==> src/rtl/mem_port_arbiter.sv <==
// Round-robin arbiter for a shared datapath port with transaction-long ownership.
// Define ARB_TIMEOUT_EN to compile in the grant-length watchdog (uses TIMEOUT).
module mem_port_arbiter #(
    parameter int unsigned TIMEOUT = 16
) (
    input  logic       clk,
    input  logic       rst,
    input  logic [2:0] req,
    output logic [2:0] grant,
    output logic [1:0] sel,
    output logic       busy,
    output logic       timeout_err
);

    typedef enum logic {
        IDLE,
        GRANT
    } state_t;

    state_t     state_q, state_d;
    logic [1:0] owner_q, owner_d;
    logic [1:0] last_q,  last_d;
    logic [2:0] grant_q, grant_d;
    logic [1:0] sel_q,   sel_d;
    logic       busy_q,  busy_d;
    logic       terr_q,  terr_d;

    logic [2:0] eligible;
    logic       found;
    logic [1:0] winner;

`ifdef ARB_TIMEOUT_EN
    localparam logic [7:0] CNT_LAST = 8'(TIMEOUT - 1);

    logic [7:0] cnt_q,  cnt_d;
    logic [2:0] mask_q, mask_d;

    assign eligible = req & ~mask_q;
`else
    assign eligible = req;
`endif

    // Scan (last+1), (last+2), last modulo 3; first eligible bit wins.
    always_comb begin
        winner = '0;
        found  = 1'b0;
        for (int unsigned k = 1; k <= 3; k++) begin
            int unsigned idx;
            idx = (32'(last_q) + k) % 3;
            if (!found && eligible[idx]) begin
                found  = 1'b1;
                winner = 2'(idx);
            end
        end
    end

    always_comb begin
        state_d = state_q;
        owner_d = owner_q;
        last_d  = last_q;
        grant_d = grant_q;
        sel_d   = sel_q;
        busy_d  = busy_q;
        terr_d  = 1'b0;
`ifdef ARB_TIMEOUT_EN
        cnt_d   = cnt_q;
        mask_d  = mask_q & req;
`endif
        case (state_q)
            IDLE: begin
                if (found) begin
                    state_d = GRANT;
                    owner_d = winner;
                    last_d  = winner;
                    grant_d = 3'b001 << winner;
                    sel_d   = winner;
                    busy_d  = 1'b1;
`ifdef ARB_TIMEOUT_EN
                    cnt_d   = '0;
`endif
                end
            end
            GRANT: begin
                if (!req[owner_q]) begin
                    state_d = IDLE;
                    grant_d = '0;
                    sel_d   = '0;
                    busy_d  = 1'b0;
                end
`ifdef ARB_TIMEOUT_EN
                else if (cnt_q == CNT_LAST) begin
                    state_d         = IDLE;
                    grant_d         = '0;
                    sel_d           = '0;
                    busy_d          = 1'b0;
                    terr_d          = 1'b1;
                    mask_d[owner_q] = 1'b1;
                end else if (cnt_q != 8'hFF) begin
                    cnt_d = cnt_q + 8'd1;
                end
`endif
            end
            default: state_d = IDLE;
        endcase
    end

    always_ff @(posedge clk or posedge rst) begin
        if (rst) begin
            state_q <= IDLE;
            owner_q <= '0;
            last_q  <= 2'd2;
            grant_q <= '0;
            sel_q   <= '0;
            busy_q  <= 1'b0;
            terr_q  <= 1'b0;
        end else begin
            state_q <= state_d;
            owner_q <= owner_d;
            last_q  <= last_d;
            grant_q <= grant_d;
            sel_q   <= sel_d;
            busy_q  <= busy_d;
            terr_q  <= terr_d;
        end
    end

`ifdef ARB_TIMEOUT_EN
    always_ff @(posedge clk or posedge rst) begin
        if (rst) begin
            cnt_q  <= '0;
            mask_q <= '0;
        end else begin
            cnt_q  <= cnt_d;
            mask_q <= mask_d;
        end
    end
`endif

    assign grant       = grant_q;
    assign sel         = sel_q;
    assign busy        = busy_q;
    assign timeout_err = terr_q;

endmodule

==> config.mk <==
export PLATFORM = sky130hd
export DESIGN_NAME = mem_port_arbiter
export DESIGN_NICKNAME = d
export VERILOG_FILES = /design/src/rtl/mem_port_arbiter.sv
export SDC_FILE = /design/constraint.sdc
export NUM_CORES = 1
export LEC_CHECK = 0
export CAP_MARGIN = 20
export CORE_MARGIN = 1.5
export CORE_UTILIZATION = 30
export CTS_CLUSTER_SIZE = 12
export DETAILED_ROUTE_END_ITERATION = 10
export GPL_ROUTABILITY_DRIVEN = 0
export HOLD_SLACK_MARGIN = 0.05
export REMOVE_ABC_BUFFERS = 1
export SLEW_MARGIN = 20
export SYNTH_ARGS = -nofsm -noshare
export SYNTH_HDL_FRONTEND = slang
export SYNTH_SLANG_ARGS = --single-unit
==> constraint.sdc <==
create_clock -name clk -period 2.4 [get_ports clk]
set_input_delay 0.36 -clock clk [delete_from_list [all_inputs] [get_ports clk]]
set_output_delay 0.36 -clock clk [all_outputs]
set_load 0.02 [all_outputs]
# After elaboration in Yosys (flattened, before gate mapping)
# Index checks and enable logic that the tools add are counted.
# totals
wordCells	52
out_inout_bits	7
input_bits	5
reg_bits	11
mem_bits_ro	0
ram_bits	0
memories	0
latchBits	0
# classes
addsub	3
div	3
n_bitwise	1
reduce_logical	6
multipliers	0
muxes	26
magnitude_cmp	4
shifts	1
eq_ne	2
# ops
operator	count
$lt 32x3->1 const B	3
$mod 32x2->32 const B	3
$mux 1	11
$mux 2	5
$bmux 1 s2	4
$add 2x2->3 const B	2
$mux 3	2
$pmux 3 s2	1
$ne 2x2->1 const B	2
$pmux 1 s2	2
$pmux 2 s2	1
$reduce_and 2->1	2
$add 2x1->3 const B	1
$lt 2x3->1 const B	1
$shl 1x2->3 const A	1
$logic_and 1x1->1	2
$logic_not 1->1	2
$not 1->1	1

# Longest topological paths before layout
# depth
ltp_word	14
ltp_mapped	9
ltp_nobuf	7

# Worst setup path after synthesis
# OpenSTA, ideal clock, no wires.
# synth_path
path_type	register -> register
startpoint	register last_q[1]
endpoint	register grant_q[0], in the netlist grant[0]
n_path_buf	1
setup_slack_ps	346
stages_incl_launch_ff	8
required_time_ps	2280
synth_period_minus_slack_ps	2054
setup_ps	120
arrival_time_ps	1934
cell_sequence	dfstp_2 > ha_1 > buf_6 > mux2i_4 > o22ai_2 > or4_1 > o211a_1 > a31o_1
# synth_via
elab_chain_cells	14
elab_cells_between_ends	27
cone_classes	3 x add/sub; 3 x div; 1 x eq/ne; 1 x shift; 14 x mux; 5 x reduce/logical
# synth_lines
element	line	source
start: declaration	22	logic [1:0] last_q, last_d;
start signal: assignment	119	last_q <= last_d;
$add 2x1->3	49	idx = (32'(last_q) + k) % 3;
$mod 32x2->32	49	
$bmux 1 s2	50	if (!found && eligible[idx]) begin
$mux 1 (not written as such)	50	
$mux 1	50	
$logic_not 1->1	50	
$logic_and 1x1->1	50	
$mux 1	50	
$logic_not 1->1	50	
$logic_and 1x1->1	50	
$mux 2	50	
$shl 1x2->3	75	grant_d = 3'b001 << winner;
$mux 3	71	if (found) begin
$pmux 3 s2	69	case (state_q)
end signal: assignment	120	grant_q <= grant_d;
end: declaration	23	logic [2:0] grant_q, grant_d;
# Several ways; a longest one is shown, not always the timed one. The select of a mux whose other input is x is not followed.
# A chain may end at the register's enable or synchronous reset.

# Worst setup path after layout
# layout_path
startpoint	register owner_q[0]
endpoint	register grant_q[0], in the netlist grant[0]
# layout_via
elab_chain_cells	4
# layout_lines
element	line	source
start: declaration	21	logic [1:0] owner_q, owner_d;
start signal: assignment	118	owner_q <= owner_d;
$bmux 1 s2	84	if (!req[owner_q]) begin
$mux 1 (not written as such)	84	
$ne 2x2->1 (no source line)	--	
$reduce_and 2->1 (no source line)	--	
# Every way passes these cells. The select of a mux whose other input is x is not followed.

==> flow_summary.toml <==
[route]
num_vias = 583
first_iter_violations = 20
post_detailed_routing_wire_length_mm = 1.40
antenna_left = 0
drt_pass1_iterations = 5
post-route-drc-count = 0
route.detailed.wl_per_inst_um = 12.1
route.detailed.vias_per_inst = 5.03

[hold_path]
worstHoldPathType = "primary input to async pin"

[sta]
rsz0062_at_grt = "false"
post-route-period-util = 0.940
timing.final.crit_period_ns = 2.26
final_critical_path_setup_slack_ns = 0.144
final-setup-viol-count = 0
clock_skew_ns = 0.0126
report.final.slew_viol_count = 0
timing_hold_violations_final = 0
max_clock_freq_mhz = 443
timing.setup.tns_ns = 0

[grt]
grt_max_degree = 11
grt_usage = 0.126
via_count_of_the_first_global_routing_pass = 561
grt-ovfl-total = 0
grt_antenna_before_repair = 0
wire_length_of_the_first_global_routing_pass_mm = 2.43

[synthesis]
synth_area_per_cell_um2 = 9.36
yosys_register_bits = 10
synth_seq_area_share = 0.358
synth-main-ff-cell = "sky130_fd_sc_hd__dfrtp_1"
yosys.cell_types.count = 36
synth_top_area_frac = 0.321
synth-async-reset-ratio = 1.00
synthesis.yosys.warnings = 0
synth_cells = 75
post_synth_main_area_contributors = "sky130_fd_sc_hd__dfrtp_1 32%, sky130_fd_sc_hd__ha_1 7.1%, sky130_fd_sc_hd__nand2_1 4.8%"
synth_area_um2 = 702
synthDominantAreaCellType = "sky130_fd_sc_hd__dfrtp_1"
synth_enable_flop_cells = 0

[critical_path]
end_kind = "flop"
timing.reg2reg.setup_slack_ns = 0.14
crit_fanout = 7
launching_element_type_of_the_critical_path = "flop"
ff2ff_path_depth = 7
arrival_ns = 2.40
critPathKind = "flop to flop"
worst_path_required_time_ns = 2.54

[final_layout]
syn_to_final_growth_pct = 22.1
finish.net_count = 98
layout.filler_cells = 224
multi_input_comb_area_um2 = 403
layout_common_cells = "10 x sky130_fd_sc_hd__clkdlybuf4s50_1, 9 x sky130_fd_sc_hd__nand2_1, 9 x sky130_fd_sc_hd__dfrtp_1"
seqCellArea_um2 = 251
layout_commonest_cell = "sky130_fd_sc_hd__clkdlybuf4s50_1"
post-route-util = 0.387
antenna-diode-count = 0
final_layout_size_suffix_gt1_frac = 0.125

[clock_tree]
clkSlewWorstSetupHoldPaths_ns = 0.06
clock-root-buffer = "sky130_fd_sc_hd__clkbuf_4"
clock_tree_from_tritoncts = "built"
cts_hold_repair.buffers = 0
ctsLongestPathBuffers = 2
tritoncts.num_buffers = 3
cts_num_sinks = 10
clock_tree.htree_level_count = 1
cts_post_setup_buffers_inserted = 0
worstSkewPairLatency_ns = 0.26

[flow_run]
timing.max_cap.violations = 0

[floorplan]
initial_core_util = 0.317
core_region_mm2 = 0.00221
die_area_mm2 = 0.00264
fp.dieH_um = 51.4
num_rows = 17
die_w_um = 51.4
top_level_ports = 12

[outcome]
status = "completed"

[place]
post-dp-hpwl_mm = 1.08
buffer_ports.inserted = 10
detailedPlace.worstSlack_ns = 0.0905

[power]
vdd_ir_drop_max_v = 0.000600
power_per_cell_area_mw_per_mm2 = 1520
cellLeakagePower_nw = 0.390
power by group:
group | switching, W | internal [W]
logic | 0.000478 | 0.000393
clock network | 0.0000522 | 0.0000639
registers | 0.0000616 | 0.000254
total | 0.000592 | 0.000711
sequential cells by signal (all words and copies together), names as in the netlist:
signal / count
last_q: 1
busy: 1
owner_q: 2
grant: 3
sel: 2
state_q: 1
critical path, cell delays in order, from the launching register on:
cell                      delay, ns
sky130_fd_sc_hd__dfrtp_1       0.46
sky130_fd_sc_hd__inv_1         0.12
sky130_fd_sc_hd__ha_2          0.28
sky130_fd_sc_hd__mux2i_4       0.28
sky130_fd_sc_hd__o22ai_2       0.13
sky130_fd_sc_hd__or4_1         0.48
sky130_fd_sc_hd__o211a_1       0.17
sky130_fd_sc_hd__a31o_1        0.22
cell families (layout without fill, tap and decap cells):
kind of cell             after synthesis  in the layout  share of synthesized area
AO/OA/AOI/OAI                         24             24                      0.260
multiplexers                           3              3                     0.0606
other                                  1              1                    0.00534
buffers and inverters                 10             23                     0.0713
AND/OR/NAND/NOR                       23             23                      0.173
adder cells (fa/ha/maj)                4              4                     0.0713
flip-flops                            10             10                      0.358
worst paths after layout:
kind	startpoint	end
setup reg to reg	owner_q[0]$_DFFE_PP0P_	grant[0]$_DFFE_PP0P_
hold / removal	rst	sel[1]$_DFFE_PP0P_
setup / recovery	owner_q[0]$_DFFE_PP0P_	grant[0]$_DFFE_PP0P_
max in group asynchronous	rst	last_q[1]$_DFFE_PP1P_
min in group clk	sel[1]$_DFFE_PP0P_	sel[1]$_DFFE_PP0P_
hold reg to reg	sel[1]$_DFFE_PP0P_	sel[1]$_DFFE_PP0P_
repair_timing:
action,in CTS,in global routing
hold endpoints to repair,0,0
resized for setup,0,1
endpoints found under the setup margin,0,3
final cells by class:
cell class / instances / area share
multi-input cells: 55 / 0.470
flip-flops and latches: 10 / 0.293
repair buffers: 12 / 0.134
well taps: 28 / 0.0409
clock buffers: 4 / 0.0307
inverters: 7 / 0.0307
metal layers:
metal	global-route usage	routed length (µm)
met3	0.0468	71
met5	0	0
met1	0.149	653
met4	0.0526	25
met2	0.205	652
stage by stage:
stage	cells	hold slack, ns	power [W]	area (µm²)
detailed placement	112	0.467	0.00117	828
finish	116	0.367	0.00130	857
global route	116	0.395	0.00142	857
CTS	116	0.368	0.00129	855
floorplan	72	0.199	0.000957	678
global placement	112	0.468	0.00116	828
synthesized netlist by cell type, drive strengths merged (3+ instances only):
| library cell | n |
|---|---|
| dfrtp | 9 |
| inv | 7 |
| buf | 3 |
| nand2 | 9 |
| nor2 | 4 |
| mux2i | 3 |
| ha | 4 |
| a21o | 4 |
| a21oi | 4 |
Note: power is estimated with default switching activity, not from simulation.
==> variant (same settings) <==
Add a define of `ARB_TIMEOUT_EN`.
--- a/src/rtl/mem_port_arbiter.sv
+++ b/src/rtl/mem_port_arbiter.sv
@@ -1,4 +1,6 @@
 // Round-robin arbiter for a shared datapath port with transaction-long ownership.
 // Define ARB_TIMEOUT_EN to compile in the grant-length watchdog (uses TIMEOUT).
+`define ARB_TIMEOUT_EN
+
 module mem_port_arbiter #(
     parameter int unsigned TIMEOUT = 16
Function: no difference found for any inputs over 10 cycles, from zero or initial values and one cycle with rst high; that may be too few to reach the edited logic, so the function may still have changed.
==> variant against the unedited design <==
  * Non-clock buffer count grew 7
  * Total power grew 41%
  * Worst hold slack gained 0.055 ns
  * Area after synthesis grew 93%
  * Design area grew 88%
  * Highest routed layer unchanged
  * Wire length grew 99%
  * Sequential power grew 76%
  * Sequential share of layout area grew 4.9 points
  * Setup slack gained 0.00087 ns
  * Sequential cell count grew 12
  * Critical endpoint is now cnt_q[0]
==> variant: results (changes against the unedited design) <==
| Metric | Value |
|---|---|
| Compound-Gate Fraction of Synth Area | 0.2157 (-0.04451) |
| 1st-iter DRT viols | 60 (+200%) |
| DP HPWL | 2.207 mm (+100%) |
| Tot GR Track Use | 0.1183 (-0.008204) |
| Fill cells | 428 (+91%) |
| Met3 usage | 0.02165 (-0.02514) |
| Leak | 0.6725 nW (+73%) |
| Drt pass-1 iters | 4 (-1) |
| Wire length on met1 | 1.274 mm (+95%) |
| Share of cells above drive strength 1 | 0.2081 (+0.08305) |
| Max reg flops | 8 (+5) |
| Sink Count | 22 (+12) |
| Comb pwr share | 0.573 (-0.096) |
| PwrDens | 1146 nW/um^2 (-25%) |
| Total wire length | 2.795 mm (+99%) |
| Worst VDD drop | 303.3 uV (-49%) |
| Post-synth top cells | dfrtp_1 (21), nor2_1 (14), nand2_1 (8) |
| Proportion of synthesized chip area in sequential cells | 0.4083 (+0.05004) |
| CP Max Fanout | 11 (+4) |
| Startpoint Class | flop |
| R2R Path End | cnt_q[0] |
| Clock Skew | 0.01175 ns (-0.0008809 ns) |
| Root Driver | clkbuf_8 |
| Synth Area in XOR/XNOR | 0.03889 (+0.03889) |
| Final-layout clock-cell area share | 0.02799 (-0.002663) |
| Nonclk buf count | 19 (+7) |
| First-pass GRT wire length | 4.830 mm (+99%) |
| Top delay family on crit path | simple AND/OR/NAND/NOR gates |
| FF+latch area | 551.8 um^2 (+120%) |
| Antenna violations before repair | 0 (unchanged) |
| Largest net degree at the start of global routing | 23 (+12) |
| Met1 Usage GRT | 0.1461 (-0.003264) |
| Vias in the first global route | 1,066 (+90%) |
| CP max-delay cell | dfrtp_1 |
| CP peak stage delay | 0.45 ns (-0.03 ns) |
| YS warnings | 0 (unchanged) |
| Synth Flop Type | dfrtp_1 |
| R2r setup slk | 0.14 ns |
| Clk slew on worst S/H paths | 0.08 ns (+0.02 ns) |
| Nets | 160 (+63%) |
| Metal2 WL | 1.433 mm (+120%) |
| Inverter count | 6 (-1) |
| Final Cycle Share | 0.9397 (about the same) |
| Multi-input gates | 98 (+78%) |
| Status | finished clean |
| Area of the multi-input gates | 754.5 um^2 (+87%) |
| NonClk Buf Share | 0.1058 (-0.02855) |
| Synth area leaders | dfrtp_1 (39%), ha_1 (4.6%), nor2_1 (3.9%) |
| # port buffers | 11 (+1) |
| Vias per cell | 5.149 (+2.5%) |
| Synth unique cells | 48 (+33%) |
| WL met3 | 63 um (-11%) |
| R2R depth | 8 (+1) |
| Post-Synth Adder-Cell Area | 0.04630 (-0.02500) |
| Switching share of power | 0.4170 (-0.03710) |
| Post-synthesis mux area share | 0.05463 (-0.005976) |
[variant: cell count changes in the layout (fill, tap and decap cells not counted), sizes merged, moves of 3 or more]
cell and delta:
dfrtp +12, o21ai +3, a22o +3, nor4 +3, nand3 +6, xnor2 +6
nor2 +10, buf +6
[variant: through the flow]
stage	hold WS, ns	worst slack, ns	instances	instance area, um^2	util
floorplan	0.3485	0.09195	126	1324	-
CTS	0.4320	0.05385	201	1604	0.3684
detailed placement	0.4659	0.04024	197	1559	0.3580
global placement	0.4610	0.1123	197	1559	0.3580
finish	0.4220	0.1448	201	1609	0.3695
global route	0.4570	0.02006	201	1609	0.3695
[variant: worst max path at each step]
stage	to	depth (start not counted)
2_1_floorplan	grant[0]	8
3_3_place_gp	cnt_q[0]	8
3_5_place_dp	cnt_q[0]	8
4_1_cts	sel[1]	8
5_1_grt	sel[1]	8
6_report	cnt_q[0]	8
